===== src/rtl/divn_meter.sv =====
// rtl/divn_meter.sv - recovers the divide ratio, high time, lock and loss of a slow sampled clock
module divn_meter #(
    parameter int WIDTH    = 8,
    parameter int LOCK_CNT = 4,
    parameter int TIMEOUT  = 255
) (
    input  logic             sclk,
    input  logic             rst_n,
    input  logic             i_clk_div,
    output logic [WIDTH-1:0] o_period,
    output logic [WIDTH-1:0] o_high,
    output logic             o_valid,
    output logic             o_lock,
    output logic             o_lost
);

    localparam logic [1:0] ST_IDLE  = 2'd0;
    localparam logic [1:0] ST_ARM   = 2'd1;
    localparam logic [1:0] ST_TRACK = 2'd2;

    localparam int              MW        = $clog2(LOCK_CNT + 1);
    localparam logic [MW-1:0]   MATCH_MAX = MW'(LOCK_CNT);
    localparam logic [MW-1:0]   MATCH_PRE = MW'(LOCK_CNT - 1);
    localparam logic [WIDTH-1:0] CNT_MAX  = {WIDTH{1'b1}};
    localparam logic [WIDTH-1:0] TO_VAL   = WIDTH'(TIMEOUT);

    logic             s1, s2, s3;
    logic             rise, fall, timeout, same_meas;
    logic [WIDTH-1:0] per_cnt, hi_cnt, hi_meas;
    logic [MW-1:0]    match_cnt;
    logic [1:0]       state;

    // edge detect on the synchronised input; s3 only serves as the previous sample
    always_comb begin
        rise      = s2 & ~s3;
        fall      = ~s2 & s3;
        timeout   = (state != ST_IDLE) && (per_cnt == TO_VAL) && !rise;
        same_meas = (per_cnt == o_period) && (hi_meas == o_high);
    end

    // three-flop synchroniser for the asynchronous measured clock
    always_ff @(posedge sclk or negedge rst_n) begin
        if (!rst_n) begin
            s1 <= 1'b0;
            s2 <= 1'b0;
            s3 <= 1'b0;
        end else begin
            s1 <= i_clk_div;
            s2 <= s1;
            s3 <= s2;
        end
    end

    // period and high-time counters, both restarting at 1 on every rising edge
    always_ff @(posedge sclk or negedge rst_n) begin
        if (!rst_n) begin
            per_cnt <= '0;
            hi_cnt  <= '0;
            hi_meas <= '0;
        end else begin
            if (rise) begin
                per_cnt <= WIDTH'(1);
                hi_cnt  <= WIDTH'(1);
            end else begin
                if (per_cnt != CNT_MAX)
                    per_cnt <= per_cnt + WIDTH'(1);
                if (s2 && hi_cnt != CNT_MAX)
                    hi_cnt <= hi_cnt + WIDTH'(1);
            end
            if (fall)
                hi_meas <= hi_cnt;
        end
    end

    // measurement FSM: first edge arms, later edges publish, stalled edges declare loss
    always_ff @(posedge sclk or negedge rst_n) begin
        if (!rst_n) begin
            state     <= ST_IDLE;
            o_period  <= '0;
            o_high    <= '0;
            o_valid   <= 1'b0;
            o_lock    <= 1'b0;
            o_lost    <= 1'b0;
            match_cnt <= '0;
        end else begin
            o_valid <= 1'b0;
            case (state)
                ST_IDLE: begin
                    if (rise)
                        state <= ST_ARM;
                end
                ST_ARM, ST_TRACK: begin
                    if (rise) begin
                        state    <= ST_TRACK;
                        o_period <= per_cnt;
                        o_high   <= hi_meas;
                        o_valid  <= 1'b1;
                        o_lost   <= 1'b0;
                        if (state == ST_TRACK && same_meas) begin
                            if (match_cnt < MATCH_MAX)
                                match_cnt <= match_cnt + MW'(1);
                            if (match_cnt >= MATCH_PRE)
                                o_lock <= 1'b1;
                        end else begin
                            match_cnt <= MW'(1);
                            o_lock    <= 1'b0;
                        end
                    end else if (timeout) begin
                        state     <= ST_IDLE;
                        o_lost    <= 1'b1;
                        o_lock    <= 1'b0;
                        match_cnt <= '0;
                    end
                end
                default: state <= ST_IDLE;
            endcase
        end
    end

endmodule


===== config.mk =====
export PLATFORM = sky130hd
export DESIGN_NAME = divn_meter
export DESIGN_NICKNAME = d
export VERILOG_FILES = /design/src/rtl/divn_meter.sv
export SDC_FILE = /design/constraint.sdc
export NUM_CORES = 1
export LEC_CHECK = 0
export BUFFER_PORTS_ARGS = -buffer_cell sky130_fd_sc_hd__buf_2
export CORE_AREA = 2 2 96 98
export DETAILED_ROUTE_END_ITERATION = 16
export DIE_AREA = 0 0 98 100
export GPL_ROUTABILITY_DRIVEN = 0
export PLACE_DENSITY = 0.49
export SYNTH_ARGS = -nofsm -noshare
export SYNTH_HDL_FRONTEND = slang
export SYNTH_SLANG_ARGS = --single-unit

===== constraint.sdc =====
create_clock -name sclk -period 2.58 [get_ports sclk]
set_input_delay 0.387 -clock sclk [delete_from_list [all_inputs] [get_ports sclk]]
set_output_delay 0.387 -clock sclk [all_outputs]
set_load 0.02 [all_outputs]

==> results by group <==
Route
  • Via count: around 1,600
  • DRT iter0 DRCs: 97
  • Drt pass-1 iters: 5
  • Post-route ant nets: 0
  • # DRC: 0
  • Drt wl/cell: 13.1 um
  • Via density: 4.54
  • Final wirelength: around 4500 um

Synth
  • Synth warnings: 0
  • Cells after synthesis: 207
  • Post-synth design cell area: 2380 um^2
  • Post-Synth Adder-Cell Area: under 10%
  • #FFs+latches synth: 51
  • Asr flop ratio synth: 100%
  • Avg Inst Size Synth: 11.5 um^2
  • Unique masters post-synth: 34
  • Seq/Total Area, Yosys: a little over half
  • Post-synthesis mux area share: between 10% and 20%
  • Ys flop type: dfrtp_1
  • Number of flops mapped to enable cells by yosys: 0
  • Largest family of logic cells by synthesized area: simple AND/OR/NAND/NOR gates
  • Post-Synth Simple-Gate Area: a little over an eighth
  • Syn Nets: 216
  • Compound-Gate Fraction of Synth Area: between 6 and 7%
  • Xor and xnor area share after synthesis: 8.46%

Worst setup path
  • Buf/Inv on CP: 0
  • Crit. End Element: register
  • Worst endpoint data arrival time: ~2200 ps
  • Worst Path Max Fanout: 9
  • Critical Path Slowest Stage Cell: dfrtp_1
  • Max stage delay on crit path: between 400 and 500 ps
  • Cell Chain, Critical Path: ha_1, and3_1, nand4_4, o21ai_4, nor2_2, or3_1
  • Worst EP required: between 2000 and 3000 ps
  • CP Class: register to register
  • Critical path's top delay family: simple AND/OR/NAND/NOR gates
  • Startpoint type of the worst setup path: register

STA
  • Max Clk Rate: 498 MHz
  • Clock Skew: 7.09 ps
  • Fin Setup TNS: 0 ps
  • RSZ-0062 raised after global routing: false
  • Min cycle time layout: between 2000 and 2500 ps
  • Final worst-path cycle share: a little under 80%
  • Normalized max-slew margin: a little over half
  • Slew Limit Fails: 0
  • PnR worst setup slack: approximately 570 ps
  • Final Hold Fails: 0
  • Worst Tran Pin Value: 707 ps
  • Final setup fails: 0
  • Final Hold Slack: between 100 and 150 ps

Global route
  • M3 GR Usage: 2.65%
  • Met2 usage: 15.2%
  • Total Routing Usage GR: between 10% and 20%
  • Largest net degree at the start of global routing: 32
  • Gr busiest metal: met2
  • Vias in the first global route: between 1,500 and 2,000
  • Initial antenna violation count: 0
  • Met1 GRT Util: between 10 and 15%
  • Overflow left after global routing: 0
  • First-pass GRT wire length: around 7900 um

Floorplan
  • Row count: 35
  • Ports: 22
  • Starting Density: 26.8%
  • Chip height: approximately 100 um
  • Placeable Area: 8890 um^2
  • Die Wd: around 98 um
  • DIE AREA: 9800 um^2

Clock tree
  • Clock root buffer: clkbuf_8
  • Clock tree buffer depth: 2
  • CTS hold repair buffers: 0
  • CTS Sinks: 51
  • CTS resizes: 0
  • Worst-skew pair later-pin latency: ~300 ps
  • Clk slew on worst S/H paths: 90 ps
  • CTS Buf Count: 5
  • CTS tree: done
  • Setup bufs post-CTS: 0
  • H-tree Lvls: 2

Power and ir drop
  • Leakage power: 1.29 nW
  • Share of power burned in registers: 47.7%
  • Cell internal pwr: roughly 1.5 mW
  • P_sw: 0.816 mW
  • Max VDD drop: about 0.0003 V
  • Final total power: about 2.3 mW
  • Clk pwr share: 20.9%
  • Combinational power share: a little under a third
  • Power Density: approximately 860 nW/um^2
  • Sw Ratio: approximately a third

Finish
  • Area growth, synth to finish: 13.7%
  • Ant diodes: 0
  • Layout cells sized above 1: approximately 26%
  • Layout filler cell count: around 940
  • Finished Cell Area: ~2700 um^2
  • Nets: ~240

Placement
  • Dpl ws: 583 ps
  • Port-buffer cells: 21
  • Detailed Place HPWL: 3290 um
  • Placed cell area: 2610 um^2

Flow run
  • Max Cap Violations: 0

Outcome
  • Run status: finished, final reports clean

Min path
  • Hold Path Class: primary input to asynchronous set/reset pin
==> layout make-up <==
class | instances | area, um^2 | area share (%)
Clock buffer | 6 | 82.6 | 3.05
Multi-Input combinational cell | 140 | 1020 | 37.8
Sequential cell | 51 | 1280 | 47.1
Clock inverter | 2 | 16.3 | 0.601
Tap cell | 111 | 139 | 5.13
Inverter | 9 | 33.8 | 1.25
Timing Repair Buffer | 25 | 135 | 4.99
==> worst paths after layout <==
check / cells past startpoint / from / to / slack (ps)
worst max-delay path: 6 / per_cnt[0] / match_cnt[0] / 570
worst min-delay path: 1 / rst_n / hi_meas[4] / 130
worst max register to register: 6 / per_cnt[0] / match_cnt[0] / 570
worst min register to register: 0 / s1 / s2 / 370
max in group asynchronous: 2 / rst_n / hi_cnt[4] / 1820
min in group sclk: 1 / i_clk_div / s1 / 200
==> state kept, by name (all words and copies together), names as in the netlist, 2 cells and up <==
| signal | flops |
|---|---|
| hi_cnt | 8 |
| match_cnt | 3 |
| o_period | 8 |
| hi_meas | 8 |
| o_high | 8 |
| state | 2 |
| per_cnt | 8 |
==> layout by cell type, fill, tap and decap left out, drive strengths merged <==
| cell type | count |
|---|---|
| dfrtp | 51 |
| buf | 25 |
| mux2 | 23 |
| xnor2 | 17 |
| nand2 | 12 |
| nor2 | 12 |
| o21ai | 10 |
| inv | 9 |
| nand3 | 8 |
| nor3 | 8 |
| a21oi | 8 |
| and3 | 6 |
| xor2 | 6 |
| a31oi | 6 |
| ha | 6 |
| clkbuf | 6 |
| nand4 | 4 |
| nand2b | 3 |
| or3 | 2 |
| nor2b | 1 |
| and2 | 1 |
| nor4 | 1 |
| a32o | 1 |
| nor3b | 1 |
| or2b | 1 |
| o22ai | 1 |
| mux2i | 1 |
| nand3b | 1 |
| clkinv | 1 |
| clkinvlp | 1 |
==> through the flow <==
| step | utilization [%] | std cells |
|---|---|---|
| global placement | 29.3 | 336 |
| detailed placement | 29.3 | 336 |
| CTS | 30.5 | 344 |
| global route | 30.5 | 344 |
| floorplan | - | 207 |
| finish | 30.5 | 344 |
==> power by group through the flow <==
stage	Clock (mW)	Sequential (mW)	Combinational, mW
after floorplan	0	1.17	0.456
after CTS	0.510	1.11	0.742
after global placement	0	1.12	0.737
after global routing	0.546	1.14	0.816
after detailed placement	0	1.13	0.735
final	0.485	1.10	0.727
==> synthesized netlist by cell type (2+ instances only) <==
library cell / n / area, um^2
mux2_2: 23 / 259
a21oi_1: 8 / 40.0
inv_1: 9 / 33.8
nand4_1: 3 / 18.8
nand2b_1: 3 / 18.8
dfrtp_1: 51 / 1280
and3_1: 6 / 37.5
nor3_1: 8 / 40.0
o21ai_0: 8 / 40.0
ha_1: 6 / 75.1
xnor2_1: 17 / 149
buf_6: 2 / 22.5
or3_1: 2 / 12.5
nor2_1: 11 / 41.3
a31oi_1: 6 / 37.5
clkbuf_1: 3 / 11.3
nand2_1: 12 / 45.0
nand3_1: 8 / 40.0
xor2_1: 6 / 52.6
==> routing by layer <==
metal / up-vias / wire (um)
li1: 768 / -
met4: 0 / 60
met1: 768 / 2280
met5: - / 0
met2: 23 / 2030
met3: 4 / 151
==> kinds of logic (layout without fill, tap and decap cells) <==
| group | count (synthesis) | count (layout) |
|---|---|---|
| simple gates | 61 | 61 |
| buf+inv | 16 | 42 |
| mux | 24 | 24 |
| compound gates | 26 | 26 |
| fa+ha+maj | 6 | 6 |
| flops | 51 | 51 |
| xor+xnor | 23 | 23 |
Note: power is estimated with default switching activity, not from simulation.
